==> src/rtl/hex_scan_driver.sv <==
// hex_scan_driver: multiplexes a 16-bit hex value onto a common-anode
// 4-digit seven-segment display. Anodes and segments are active-low. The value
// is captured into a shadow register once per frame so upstream updates never
// tear a frame.
// Optional build macro: HEX_SCAN_LEADING_ZERO_BLANK_EN darkens leading zero
// digits 1..3 unless their decimal point is requested.
`timescale 1ns/1ps
module hex_scan_driver #(
  parameter int unsigned SCAN_DIV = 50000,
  parameter int unsigned DIV_W    = 16
) (
  input  logic        clk,
  input  logic        rst_n,
  input  logic        en,
  input  logic [15:0] num,
  input  logic [3:0]  points,
  output logic [3:0]  an,
  output logic [7:0]  seg,
  output logic        frame_tick
);

  typedef enum logic [0:0] {
    IDLE = 1'b0,
    SCAN = 1'b1
  } state_e;

  localparam logic [DIV_W-1:0] DIV_LAST = DIV_W'(SCAN_DIV - 32'd1);
  localparam logic [DIV_W-1:0] DIV_ONE  = DIV_W'(32'd1);

  state_e           state_q, state_d;
  logic [DIV_W-1:0] div_cnt_q, div_cnt_d;
  logic [1:0]       digit_sel_q, digit_sel_d;
  logic [15:0]      shadow_num_q, shadow_num_d;
  logic [3:0]       shadow_pts_q, shadow_pts_d;
  logic [3:0]       an_q, an_d;
  logic [7:0]       seg_q, seg_d;
  logic             frame_tick_q, frame_tick_d;

  logic             tick_s;
  logic             load_s;
  logic             advance_s;
  logic             blank_s;
  logic [1:0]       next_sel_s;
  logic [3:0]       next_nib_s;

  // Active-low segment pattern {g,f,e,d,c,b,a} for one hex nibble.
  function automatic logic [6:0] hex_decode(input logic [3:0] nib);
    logic [6:0] pat;
    case (nib)
      4'h0:    pat = 7'h40;
      4'h1:    pat = 7'h79;
      4'h2:    pat = 7'h24;
      4'h3:    pat = 7'h30;
      4'h4:    pat = 7'h19;
      4'h5:    pat = 7'h12;
      4'h6:    pat = 7'h02;
      4'h7:    pat = 7'h78;
      4'h8:    pat = 7'h00;
      4'h9:    pat = 7'h10;
      4'hA:    pat = 7'h08;
      4'hB:    pat = 7'h03;
      4'hC:    pat = 7'h46;
      4'hD:    pat = 7'h21;
      4'hE:    pat = 7'h06;
      4'hF:    pat = 7'h0E;
      default: pat = 7'h7F;
    endcase
    return pat;
  endfunction

  // Nibble i of a 16-bit value.
  function automatic logic [3:0] nibble_of(input logic [15:0] v, input logic [1:0] i);
    logic [3:0] n;
    case (i)
      2'd0:    n = v[3:0];
      2'd1:    n = v[7:4];
      2'd2:    n = v[11:8];
      2'd3:    n = v[15:12];
      default: n = 4'h0;
    endcase
    return n;
  endfunction

  // Active-low one-hot anode pattern for digit i.
  function automatic logic [3:0] anode_of(input logic [1:0] i);
    logic [3:0] a;
    case (i)
      2'd0:    a = 4'b1110;
      2'd1:    a = 4'b1101;
      2'd2:    a = 4'b1011;
      2'd3:    a = 4'b0111;
      default: a = 4'b1111;
    endcase
    return a;
  endfunction

`ifdef HEX_SCAN_LEADING_ZERO_BLANK_EN
  // True when digit i is a leading zero with no decimal point requested.
  function automatic logic is_leading_zero(input logic [15:0] v, input logic [3:0] p,
                                           input logic [1:0] i);
    logic z;
    case (i)
      2'd1:    z = (v[15:4]  == 12'h000) && !p[1];
      2'd2:    z = (v[15:8]  == 8'h00)   && !p[2];
      2'd3:    z = (v[15:12] == 4'h0)    && !p[3];
      default: z = 1'b0;
    endcase
    return z;
  endfunction
`endif

  assign tick_s     = (div_cnt_q == DIV_LAST);
  assign next_sel_s = digit_sel_q + 2'd1;
  assign next_nib_s = nibble_of(shadow_num_q, next_sel_s);

  // Next-state logic: FSM transitions, divider, frame load and digit advance.
  always_comb begin
    state_d      = state_q;
    div_cnt_d    = div_cnt_q;
    digit_sel_d  = digit_sel_q;
    shadow_num_d = shadow_num_q;
    shadow_pts_d = shadow_pts_q;
    an_d         = an_q;
    seg_d        = seg_q;
    frame_tick_d = 1'b0;
    load_s       = 1'b0;
    advance_s    = 1'b0;
    blank_s      = 1'b0;

    case (state_q)
      IDLE: begin
        // The divider only runs toward the first tick while enabled; it holds otherwise.
        if (en) begin
          div_cnt_d = tick_s ? '0 : div_cnt_q + DIV_ONE;
        end else begin
          div_cnt_d = div_cnt_q;
        end
        if (en && tick_s) begin
          state_d = SCAN;
          load_s  = 1'b1;
        end else begin
          blank_s = 1'b1;
        end
      end
      SCAN: begin
        if (!en) begin
          state_d   = IDLE;
          div_cnt_d = '0;
          blank_s   = 1'b1;
        end else begin
          div_cnt_d = tick_s ? '0 : div_cnt_q + DIV_ONE;
          if (tick_s && (digit_sel_q == 2'd3)) begin
            load_s = 1'b1;
          end else if (tick_s) begin
            advance_s = 1'b1;
          end else begin
            load_s = 1'b0;
          end
        end
      end
      default: begin
        state_d   = IDLE;
        div_cnt_d = '0;
        blank_s   = 1'b1;
      end
    endcase

    if (load_s) begin
      // Digit 0 is shown from the freshly sampled inputs, not the old shadow.
      shadow_num_d = num;
      shadow_pts_d = points;
      digit_sel_d  = 2'd0;
      frame_tick_d = 1'b1;
      an_d         = 4'b1110;
      seg_d        = {~points[0], hex_decode(num[3:0])};
    end else if (advance_s) begin
      digit_sel_d = next_sel_s;
      seg_d       = {~shadow_pts_q[next_sel_s], hex_decode(next_nib_s)};
`ifdef HEX_SCAN_LEADING_ZERO_BLANK_EN
      if (is_leading_zero(shadow_num_q, shadow_pts_q, next_sel_s)) begin
        an_d = 4'b1111;
      end else begin
        an_d = anode_of(next_sel_s);
      end
`else
      an_d = anode_of(next_sel_s);
`endif
    end else if (blank_s) begin
      digit_sel_d = 2'd0;
      an_d        = 4'b1111;
      seg_d       = 8'hFF;
    end else begin
      digit_sel_d = digit_sel_q;
    end
  end

  // State and output registers with asynchronous blanking reset.
  always_ff @(posedge clk or negedge rst_n) begin
    if (!rst_n) begin
      state_q      <= IDLE;
      div_cnt_q    <= '0;
      digit_sel_q  <= 2'd0;
      shadow_num_q <= 16'h0000;
      shadow_pts_q <= 4'h0;
      an_q         <= 4'b1111;
      seg_q        <= 8'hFF;
      frame_tick_q <= 1'b0;
    end else begin
      state_q      <= state_d;
      div_cnt_q    <= div_cnt_d;
      digit_sel_q  <= digit_sel_d;
      shadow_num_q <= shadow_num_d;
      shadow_pts_q <= shadow_pts_d;
      an_q         <= an_d;
      seg_q        <= seg_d;
      frame_tick_q <= frame_tick_d;
    end
  end

  assign an         = an_q;
  assign seg        = seg_q;
  assign frame_tick = frame_tick_q;

endmodule

==> config.mk <==
export PLATFORM = sky130hd
export DESIGN_NAME = hex_scan_driver
export DESIGN_NICKNAME = d
export VERILOG_FILES = /design/src/rtl/hex_scan_driver.sv
export SDC_FILE = /design/constraint.sdc
export NUM_CORES = 1
export LEC_CHECK = 0
export CORE_UTILIZATION = 55
export DETAILED_ROUTE_END_ITERATION = 7
export PLACE_DENSITY_LB_ADDON = 0.2
export SLEW_MARGIN = 0
export SYNTH_ARGS = -nofsm -noshare
export SYNTH_HDL_FRONTEND = slang
export SYNTH_SLANG_ARGS = --single-unit
==> constraint.sdc <==
create_clock -name clk -period 2.9 [get_ports clk]
set_input_delay 0.58 -clock clk [delete_from_list [all_inputs] [get_ports clk]]
set_output_delay 0.58 -clock clk [all_outputs]
set_load 0.05 [all_outputs]
# Word level (Yosys, flattened, before mapping)
# Memory sizes are Yosys's and may differ from the RTL's.
# Index checks and enable logic that the tools add are counted.
totals:
  out_inout_bits: 13
  mem_count: 2
  mem_bits_ro: 224
  in_bits: 23
  ff_bits: 52
op_classes:
  eq_ne: 6
  reduce_logical: 4
  add_sub_neg: 2
  mux: 31
  bitwise: 3
  magnitude_cmp: 1
mem_list:
  columns: ["memory", "words", "width", "read_ports", "rd_ports_with_merged_regs", "write_ports", "line", "rtl"]
  rows:
  - ["(name not given)", 16, 7, 1, 0, 0, "49", "case (nib)"]
  - ["(name not given)", 16, 7, 1, 0, 0, "49", null]
op_table:
  columns: ["op", "n"]
  rows:
  - ["two-way mux 16 bit", 3]
  - ["one-hot mux 16 bit (2 select lines)", 1]
  - ["one-hot mux 4 bit (4 select lines)", 2]
  - ["two-way mux 8 bit", 3]
  - ["adder 16 x 1 -> 16 bit, second input constant", 1]
  - ["equality test 16 bit, second input constant", 1]
  - ["two-way mux 1 bit", 12]
  - ["two-way mux 4 bit", 3]
  - ["equality test 2 bit, second input constant", 3]
  - ["two-way mux 2 bit", 3]
  - ["one-hot mux 1 bit (2 select lines)", 3]
  - ["< comparator 2 x 3 -> 1 bit, second input constant", 1]
  - ["inverter 1 bit", 3]
  - ["nonzero test 3 bit", 1]
  - ["adder 2 x 1 -> 2 bit, second input constant", 1]
  - ["binary-select mux 1 bit (select 2 bit)", 1]
  - ["equality test 2 x 1 -> 1 bit, second input constant", 1]
  - ["logical AND 1 bit", 2]
  - ["zero test 2 bit", 1]
  - ["inequality test 2 bit, second input constant", 1]

# Longest topological paths before layout
logic_depth:
  ltp_word: 7
  ltp_mapped: 10
  mapped_depth_nobuf: 10

# Worst setup path after synthesis
# No wires, ideal clock.
synth_path:
  kind: "reg2reg"
  start: "register digit_sel_q[0]"
  end: "register seg_q[2] (netlist: seg[2])"
  setup_ps: 77
  stages_incl_launch_ff: 8
  arrival_time_ps: 2175
  period_less_slack_ps: 2252
  path_slack_ps: 648
  path_cell_list: "dfrtp_1 > ha_1 > clkbuf_1 > mux2i_1 > inv_1 > ha_1 > or3_1 > a31oi_1"
synth_via:
  elab_chain_cells: 7
  word_cells_on_any_way: 18
synth_lines:
  columns: ["element", "line", "rtl"]
  rows:
  - ["from (decl)", "32", "logic [1:0] digit_sel_q, digit_sel_d;"]
  - ["from (signal assigned)", "211", "digit_sel_q <= digit_sel_d;"]
  - ["parallel branches: the longest is 7 deep, another holds memory (16 x 7 bit)", null, null]
  - ["to (signal assigned)", "215", "seg_q <= seg_d;"]
  - ["to (decl)", "36", "logic [7:0] seg_q, seg_d;"]
# Parallel ways; which one is timed is not known.
# A chain may end at the register's enable or synchronous reset.

# Worst setup path after layout
layout_path:
  start: "register digit_sel_q[0]"
  end: "register seg_q[0] (netlist: seg[0])"
# The elaborated chain is that of the path after synthesis.

==> metrics.yaml <==
worst_setup_path:
  arrival_ns: 2.65
  path_class: "reg -> reg"
  startpoint: "digit_sel_q[0]"
  r2r_start: "digit_sel_q[0]"
  required_ns: 3.13
  path_max_fanout: 6
  reg2regPathDepth: 9
  cp-end-kind: "flip-flop"
  rrSetupSlack_ns: 0.48
  crit_chain: "inv_1 -> ha_1 -> a222oi_1 -> mux2i_1 -> inv_1 -> ha_1 -> or3_1 -> o221ai_1 -> a21oi_1"
  startpoint_type: "flip-flop"
  slowest_stage: "dfrtp_1"
  cpPeakStageDelay_ns: 0.43
  regToRegEndpoint: "seg[0]"
logic_synthesis:
  synth.avg_cell_area_um2: 9.18
  syn_inst: 327
  synth_top_area_frac: 0.334
  syn_area_um2: 3000
  synth_nets: 367
  ys_seq_elements: 52
  async_flop_share: 1.00
  ys_types: 51
  ys_warn_count: 0
  synth_edf_count: 0
  seq_area_frac_synth: 0.439
  yosys.area.top_type: "dfrtp_1"
  ys.flop_type: "dfrtp_1"
  synthTopCellsByArea: "dfrtp_1 (33%), dfstp_2 (11%), nand2_1 (9.4%)"
timing:
  fin_ws_ns: 0.483
  setup_violations: 0
  fin_crit_sh: 0.834
  relSlewSlack: 0.565
  finClkSkew_ns: 0.00507
  setup_tns_ns: 0
  timing.fmax_mhz: 414
  worst_pin_slew_ns: 0.653
  slew_violations: 0
  min_period_ns: 2.42
  finalHoldViolCount: 0
  rsz0062_at_grt: "no"
drt:
  vias_per_cell: 5.90
  firstDrtPassIters: 4
  drtIter0Drc: 285
  drc_errors: 0
  detail-route-antenna-nets: 0
  drt-wirelength-per-cell_um: 15.3
  vias: 2560
  drt_wl_total_um: 6630
floorplanning:
  die_h_um: 75.9
  core_um2: 5170
  dieArea_um2: 5750
  initial_core_util: 0.580
  rows: 26
  ioPinCount: 36
  die_x_um: 75.9
grt:
  grt.overflow.total: 0
  grt_use_total: 0.266
  grt_first_pass_wirelength_um: 11300
  antenna_found_initial: 0
  grt_max_degree: 53
  grt_pass1_vias: 2316
power_and_ir_drop:
  p_leak_nw: 1.59
  cellPowerDensity_nw_per_um2: 385
  combPwrFrac: 0.113
  swShare: 0.267
  finalPower_w: 0.00136
  p_sw_w: 0.000363
  pwr-share-seq: 0.575
  peakVddDrop_mv: 0.241
  clockPowerShare: 0.312
  internal-power_w: 0.000998
clock_tree:
  h-tree-depth: 2
  cts.sinks: 52
  postCtsSetupRepairBufs: 0
  post_cts_resized: 0
  clk_latency_ns: 0.31
  clockBufferDepth: 2
  clkTransAtPathRegs_ns: 0.10
  cts_buffers: 5
  cts_hold_buf: 0
  tritoncts: "yes"
  cts_root_buffer: "clkbuf_8"
cells_and_area:
  fillers: 408
  drive_above_1_share: 0.113
  layout.nets: 403
  diodes: 0
  syn2layout_area_growth_pct: 17.7
  stdcell_count: 434
run:
  max_cap_viol_count: 0
outcome:
  status: "complete, no violations"
place:
  dp_slack_ns: 0.479
  gp_congestion: 0.871
  portBuffers: 35
  post-dp-hpwl_um: 4760
  dp_cells: 426
hold_path:
  hold_class: "in -> async"
## worst max-delay path by stage
stage / to / slack [ns] / cells past startpoint
after floorplan: seg[2] / 0.65 / 7
final: seg[0] / 0.48 / 9
after detailed placement: seg[0] / 0.48 / 8
after global placement: seg[3] / 0.55 / 7
after CTS: seg[0] / 0.53 / 9
after global routing: seg[3] / 0.24 / 9
## metal layers
layer  vias to the layer above  share of wire  GRT usage
li1                       1234              -          -
met2                        80           0.46      0.390
met5                         -              0          0
met4                         0          0.013     0.0844
met3                         9          0.043     0.0437
met1                      1237           0.48      0.399
## final cells by class
| type | count | area, µm² | area share |
|---|---|---|---|
| Multi-Input combinational cell | 246 | 1570 | 0.445 |
| Inverter | 14 | 52.6 | 0.0149 |
| Clock inverter | 3 | 22.5 | 0.00638 |
| Sequential cell | 52 | 1320 | 0.373 |
| Timing Repair Buffer | 44 | 413 | 0.117 |
| Clock buffer | 5 | 68.8 | 0.0195 |
| Tap cell | 70 | 87.6 | 0.0248 |
## Yosys cell counts, types with 3 or more instances
library cell	instances
a31oi_1	9
dfstp_2	12
mux2i_1	9
nand4_1	5
and3_1	3
clkbuf_1	12
o211ai_1	3
a21oi_1	15
dfrtp_1	40
nor2_1	14
nand2b_1	5
mux2_2	4
o21ai_1	7
a21o_1	3
a22o_1	7
nor3_1	4
inv_1	14
ha_1	17
a222oi_1	3
nand2_1	75
buf_2	3
nor4_1	4
nand3_1	11
nor2b_1	3
o21ai_0	7
## layout by cell type (no fill, tap or decap), types with 3 or more instances in the layout
cell,instances
a21o_1,3
a21oi_1,15
a222oi_1,3
a22o_1,7
a31oi_1,9
and3_1,3
buf_4,9
clkbuf_8,5
clkdlybuf4s50_1,34
dfrtp_1,40
dfstp_2,12
ha_1,17
inv_1,14
mux2_2,4
mux2i_1,9
nand2_1,75
nand2b_1,5
nand3_1,11
nand4_1,5
nor2_1,14
nor2b_1,3
nor3_1,4
nor4_1,4
o211ai_1,3
o21ai_0,7
o21ai_1,7
## kinds of logic (layout without fill, tap and decap cells)
group	count (synthesis)	count (layout)	share of synthesized area
buffers and inverters	29	66	0.0375
AND/OR/NAND/NOR	136	136	0.209
flip-flops	52	52	0.439
multiplexers	18	18	0.0721
XOR/XNOR	3	3	0.00876
adder cells (fa/ha/maj)	17	17	0.0709
AO/OA/AOI/OAI	72	72	0.163
## critical path, delay by kind of cell (launching register included)
family,cells,cell delay (ns)
adders and majority gates,2,0.50
DFF,1,0.43
muxes,1,0.40
and+or+nand+nor,1,0.37
AOI/OAI and AO/OA,3,0.35
buffers and inverters,2,0.29
## state kept, by name, indices dropped and copies added, names as in the netlist
register	cells
seg	8
digit_sel_q	2
an	4
shadow_num_q	16
shadow_pts_q	4
frame_tick	1
div_cnt_q	16
state_q	1
## power by group through the flow
stage / Sequential (W) / Combinational (W) / Clock [W]
after floorplan: 0.000786 / 0.0000898 / 0
after detailed placement: 0.000793 / 0.000154 / 0
final: 0.000782 / 0.000154 / 0.000425
after global placement: 0.000793 / 0.000148 / 0
after CTS: 0.000781 / 0.000155 / 0.000438
after global routing: 0.000787 / 0.000173 / 0.000471
## through the flow
| step | utilization | instance area [µm²] | hold slack, ns |
|---|---|---|---|
| after floorplan | - | 3000 | 0.284 |
| after global placement | 0.665 | 3440 | 0.454 |
| after detailed placement | 0.665 | 3440 | 0.459 |
| after CTS | 0.683 | 3530 | 0.397 |
| after global routing | 0.683 | 3530 | 0.433 |
| final | 0.683 | 3530 | 0.365 |
(Power assumes the default switching activity.)
==> patch 1: new RTL, same settings <==
The option `HEX_SCAN_LEADING_ZERO_BLANK_EN` is turned on by a define.
--- a/src/rtl/hex_scan_driver.sv
+++ b/src/rtl/hex_scan_driver.sv
@@ -6,4 +6,6 @@
 // digits 1..3 unless their decimal point is requested.
 `timescale 1ns/1ps
+`define HEX_SCAN_LEADING_ZERO_BLANK_EN
+
 module hex_scan_driver #(
   parameter int unsigned SCAN_DIV = 50000,
Behaviour: same outputs for any inputs over 10 cycles, from zero or initial values and one cycle with rst_n low; that may be too few to reach the edited logic, so the function may still have changed.
==> patch 1 against the original RTL <==
Sequential cell count unchanged; utilization shrank 0.47 points; worst setup slack better by 0.041 ns; design area is 0.57% higher; count of clock-buffer cells in the layout unchanged; area after synthesis grew 1.6%; combinational power shrank 15%; global-route usage shrank 1.3 points; fmax grew 1.7%; power down 5.0%; routed wire length is 3.5% higher.
==> patch 1: results (changes against the original RTL) <==
<table>
<tr><th>Metric</th><th>Value</th></tr>
<tr><th colspan="2">Run status</th></tr>
<tr><td>Status</td><td>finished, final reports clean (unchanged)</td></tr>
<tr><th colspan="2">STA</th></tr>
<tr><td>Min setup slack post-route</td><td>0.523 ns (was 0.483 ns)</td></tr>
<tr><td>Measured slew at the worst slew-check pin</td><td>0.555 ns (was 0.653 ns)</td></tr>
<tr><th colspan="2">Layout</th></tr>
<tr><td>Share of final-layout standard cells stronger than drive strength 1</td><td>0.117 (was 0.113)</td></tr>
<tr><td>Total of fill cells in the finished design</td><td>441 (was 408)</td></tr>
<tr><th colspan="2">Place</th></tr>
<tr><td>Number of placed cells counting well taps</td><td>430 (was 426)</td></tr>
<tr><td>Detailed placement HPWL</td><td>5000 um (was 4760 um)</td></tr>
<tr><td>Placement Cell Area</td><td>0.00347 sq mm (was 0.00344 sq mm)</td></tr>
<tr><td>Worst Setup Slack post-DPL</td><td>0.458 ns (was 0.479 ns)</td></tr>
<tr><th colspan="2">Detailed routing</th></tr>
<tr><td>Via-to-Cell Ratio</td><td>5.92 (was 5.90)</td></tr>
<tr><td>Count of vias placed by the detailed router</td><td>2585 (was 2560)</td></tr>
<tr><td>Final routed wire length divided by cell count</td><td>15.7 um (was 15.3 um)</td></tr>
<tr><td>DRT iter0 DRCs</td><td>242 (was 285)</td></tr>
<tr><th colspan="2">Synthesis</th></tr>
<tr><td>Cell count after synthesis</td><td>331 (was 327)</td></tr>
<tr><td>Proportion of synthesized chip area in sequential cells</td><td>0.432 (was 0.439)</td></tr>
<tr><td>Biggest area contributors in the synthesized netlist</td><td>dfrtp_1 (33%), dfstp_2 (10%), nand2_1 (9.1%), ha_1 (6.6%), o21ai_0 (3.1%) (was dfrtp_1 (33%), dfstp_2 (11%), nand2_1 (9.4%), ha_1 (7.1%), mux2i_1 (3.0%))</td></tr>
<tr><td>Number of distinct standard cells referenced by the synthesized netlist</td><td>57 (was 51)</td></tr>
<tr><td>Net count after synthesis</td><td>370 (was 367)</td></tr>
<tr><td>Commonest cells in the synthesized netlist</td><td>nand2_1 (74), dfrtp_1 (40), nor2_1 (21), o21ai_0 (19), ha_1 (16) (was nand2_1 (75), dfrtp_1 (40), ha_1 (17), a21oi_1 (15))</td></tr>
<tr><th colspan="2">Global routing</th></tr>
<tr><td>Via count of the first global-routing pass</td><td>2397 (was 2316)</td></tr>
<tr><td>First-pass GRT wire length</td><td>11700 um (was 11300 um)</td></tr>
<tr><td>Pin count of the biggest net entering global routing</td><td>24 (was 53)</td></tr>
<tr><th colspan="2">Critical path</th></tr>
<tr><td>Worst r2r dst</td><td>seg[3] (was seg[0])</td></tr>
<tr><td>Delay-heaviest family, CP</td><td>compound AO/OA/AOI/OAI gates (was adder cells)</td></tr>
<tr><td>Reg2Reg Launch Point</td><td>digit_sel_q[0] (unchanged)</td></tr>
<tr><td>Max Fanout on Critical Path</td><td>7 (was 6)</td></tr>
<tr><th colspan="2">Power</th></tr>
<tr><td>IR drop worst, VDD</td><td>0.218 mV (was 0.241 mV)</td></tr>
</table>
## patch 1: cell types whose count changed in the layout (fill, tap and decap cells not counted), sizes merged, moves of 3 or more
cell   change
nor2       +8
o21ai      +6
a31oi      -5
o22ai      +4
buf        -3
nor4b      +3
## patch 1: report_power, final
| group | leakage (nW) | switching (mW) | internal [mW] |
|---|---|---|---|
| Clock | 0.0400 | 0.240 | 0.164 |
| Sequential | 0.670 | 0.0154 | 0.742 |
| Combinational | 0.902 | 0.0678 | 0.0635 |
| Total | 1.61 | 0.323 | 0.970 |
## patch 1: logic make-up (layout without fill, tap and decap cells)
group	count (synthesis)	in the layout	share of synthesized area
compound gates	78	78	0.174
xor+xnor	1	1	0.00287
fa+ha+maj	16	16	0.0657
buf+inv	28	64	0.0382
flops	52	52	0.432
mux	16	16	0.0632
simple gates	140	140	0.224
## patch 1: routing by layer
layer / vias up / routed length (um) / GRT usage
met2: 74 / 3090 / 0.391
li1: 1259 / - / -
met5: - / 0 / 0
met4: 0 / 98 / 0.0731
met1: 1241 / 3410 / 0.370
met3: 11 / 257 / 0.0347
## patch 1: final cells by class
cell class	instances	share of cell area
clock buffers	5	0.0194
multi-input cells	251	0.455
clock inverters	2	0.00352
repair buffers	41	0.110
well taps	70	0.0247
flip-flops and latches	52	0.371
inverters	16	0.0169
## patch 1: worst min path at each step
stage	from	endpoint	slack [ns]	depth (start not counted)
finish	rst_n	div_cnt_q[10]	0.18	1
floorplan	rst_n	digit_sel_q[0]	0.28	0
global placement	shadow_pts_q[0]	shadow_pts_q[0]	0.46	2
global route	rst_n	div_cnt_q[12]	0.21	1
CTS	rst_n	div_cnt_q[12]	0.20	1
detailed placement	shadow_pts_q[0]	shadow_pts_q[0]	0.46	2
==> patch 2: new RTL, config.mk and constraints unchanged <==
Without the edit above. Register the output `seg` once more; this adds one clock of latency there. The other outputs are not delayed to match.
--- a/src/rtl/hex_scan_driver.sv
+++ b/src/rtl/hex_scan_driver.sv
@@ -219,5 +219,7 @@
 
   assign an         = an_q;
-  assign seg        = seg_q;
+  always_ff @(posedge clk) begin
+    seg <= seg_q;
+  end
   assign frame_tick = frame_tick_q;
 
Check against the original RTL: same outputs for any inputs over 10 cycles, from zero or initial values and one cycle with rst_n low; that may be too few to reach the edited logic, so the function may still have changed.
==> patch 2 against the original RTL <==
Non-clock buffer count is the same; fmax grew 2.1%; area after synthesis grew 7.6%; via count grew 1.6%; routed wire length grew 3.3%; design area grew 9.3%; power grew 41%; clock power grew 110%; worst setup slack gained 0.050 ns; sequential cell count grew 8; synthesized cell count grew 2.8%.
==> patch 2: results (changes against the original RTL) <==
<table>
<tr><th>Metric</th><th>Value</th></tr>
<tr><th colspan="2">Detailed routing</th></tr>
<tr><td>Final routed wire length divided by cell count</td><td>15.2 um (was 15.3 um)</td></tr>
<tr><td>Count of vias placed by the detailed router</td><td>2600 (was 2560)</td></tr>
<tr><td>Via-to-Cell Ratio</td><td>5.76 (was 5.90)</td></tr>
<tr><td>DR pass1 iterations</td><td>6 (was 4)</td></tr>
<tr><th colspan="2">Synthesis</th></tr>
<tr><td>Share of async-settable or async-resettable flops after synthesis</td><td>0.867 (was 1.00)</td></tr>
<tr><td>Number of distinct standard cells referenced by the synthesized netlist</td><td>55 (was 51)</td></tr>
<tr><td>Net count after synthesis</td><td>376 (was 367)</td></tr>
<tr><td>Proportion of synthesized chip area in sequential cells</td><td>0.457 (was 0.439)</td></tr>
<tr><td>Commonest cells in the synthesized netlist</td><td>nand2_1 (73), dfrtp_1 (40), o21ai_0 (28), nor2_1 (19), ha_1 (17) (was nand2_1 (75), dfrtp_1 (40), ha_1 (17), a21oi_1 (15))</td></tr>
<tr><td>Cell count after synthesis</td><td>336 (was 327)</td></tr>
<tr><th colspan="2">Power</th></tr>
<tr><td>Standby leakage power</td><td>1.68 nW (was 1.59 nW)</td></tr>
<tr><td>IR drop worst, VDD</td><td>0.378 mV (was 0.241 mV)</td></tr>
<tr><td>Switching Power</td><td>0.456 mW (was 0.363 mW)</td></tr>
<tr><td>Ratio of total power to cell area</td><td>498 mW/mm^2 (was 385 mW/mm^2)</td></tr>
<tr><th colspan="2">Critical path</th></tr>
<tr><td>Timing endpoint of the critical path</td><td>seg_q[1] (was seg[0])</td></tr>
<tr><td>Max Fanout on Critical Path</td><td>7 (was 6)</td></tr>
<tr><th colspan="2">Place</th></tr>
<tr><td>Number of placed cells counting well taps</td><td>435 (was 426)</td></tr>
<tr><td>Detailed placement HPWL</td><td>4810 um (was 4760 um)</td></tr>
<tr><td>Worst Setup Slack post-DPL</td><td>0.443 ns (was 0.479 ns)</td></tr>
<tr><td>Routability congestion estimate from global placement</td><td>0.934 (was 0.871)</td></tr>
<tr><th colspan="2">Clock network</th></tr>
<tr><td>CTS H-tree lvls</td><td>3 (was 2)</td></tr>
<tr><td>Clock insertion delay at the later pin of the skew report</td><td>0.35 ns (was 0.31 ns)</td></tr>
<tr><th colspan="2">Layout</th></tr>
<tr><td>Nets@finish</td><td>414 (was 403)</td></tr>
<tr><td>Total of fill cells in the finished design</td><td>434 (was 408)</td></tr>
<tr><th colspan="2">STA</th></tr>
<tr><td>Final Skew</td><td>0.00875 ns (was 0.00507 ns)</td></tr>
<tr><th colspan="2">Global routing</th></tr>
<tr><td>First-pass GRT wire length</td><td>12000 um (was 11300 um)</td></tr>
<tr><th colspan="2">Run status</th></tr>
<tr><td>Status</td><td>finished, final reports clean (unchanged)</td></tr>
</table>
[patch 2: cell types whose count changed after synthesis, moves of 3 or more]
cell | before | now
a21oi_1 | 15 | 10
dfxtp_1 | 0 | 8
nand3_1 | 11 | 8
clkbuf_1 | 12 | 9
o22ai_1 | 2 | 5
o21ai_0 | 7 | 28
nor2_1 | 14 | 19
buf_6 | 0 | 3
o21ai_1 | 7 | 1
[patch 2: worst min-delay path by stage]
stage	startpoint	to	slack, ns	cells after the start
final	rst_n	state_q	0.35	2
after CTS	rst_n	div_cnt_q[6]	0.38	2
after detailed placement	seg_q[2]	seg[2]	0.40	0
after global routing	seg_q[6]	seg[6]	0.41	0
after floorplan	rst_n	digit_sel_q[0]	0.28	0
after global placement	seg_q[6]	seg[6]	0.40	0
[patch 2: routing by layer]
layer,share of wire,global-route usage,vias up
met5,0,0,-
met4,0.022,0.126,0
li1,-,-,1268
met2,0.47,0.397,51
met3,0.034,0.0442,13
met1,0.47,0.341,1268
[patch 2: cell families after synthesis]
logic type,share of synthesized area
multiplexers,0.0566
AND/OR/NAND/NOR,0.193
flip-flops,0.457
buffers and inverters,0.0496
adder cells (fa/ha/maj),0.0659
AO/OA/AOI/OAI,0.167
XOR/XNOR,0.0109
[patch 2: power by group through the flow]
| stage | sequential, mW | clock [mW] | combinational [mW] |
|---|---|---|---|
| after global placement | 0.903 | 0 | 0.144 |
| after floorplan | 0.897 | 0 | 0.0852 |
| after CTS | 0.891 | 0.888 | 0.152 |
| after global routing | 0.896 | 0.930 | 0.167 |
| after detailed placement | 0.904 | 0 | 0.152 |
| final | 0.892 | 0.882 | 0.150 |
[patch 2: stage by stage]
| stage | power, mW | hold WS, ns | utilization | cell area, sq um |
|---|---|---|---|---|
| after detailed placement | 1.06 | 0.400 | 0.651 | 3630 |
| final | 1.92 | 0.347 | 0.693 | 3860 |
| after global placement | 1.05 | 0.401 | 0.651 | 3630 |
| after global routing | 1.99 | 0.411 | 0.693 | 3860 |
| after floorplan | 0.982 | 0.284 | - | 3230 |
| after CTS | 1.93 | 0.375 | 0.693 | 3860 |
[patch 2: worst register-to-register path: stages (launching register included)]
cell	delay, ns
dfrtp_1	0.42
inv_1	0.13
ha_1	0.27
a222oi_1	0.11
mux2_2	0.35
ha_1	0.32
inv_1	0.06
a211o_1	0.25
o211ai_1	0.09
a21oi_1	0.09
o31ai_1	0.20
[patch 2: layout make-up]
class	instances	area share
clock buffer	11	0.0392
inverter	14	0.0136
tap	72	0.0233
clock inverter	5	0.0217
multi-input combinational	245	0.413
sequential	60	0.382
timing repair buffer	44	0.107
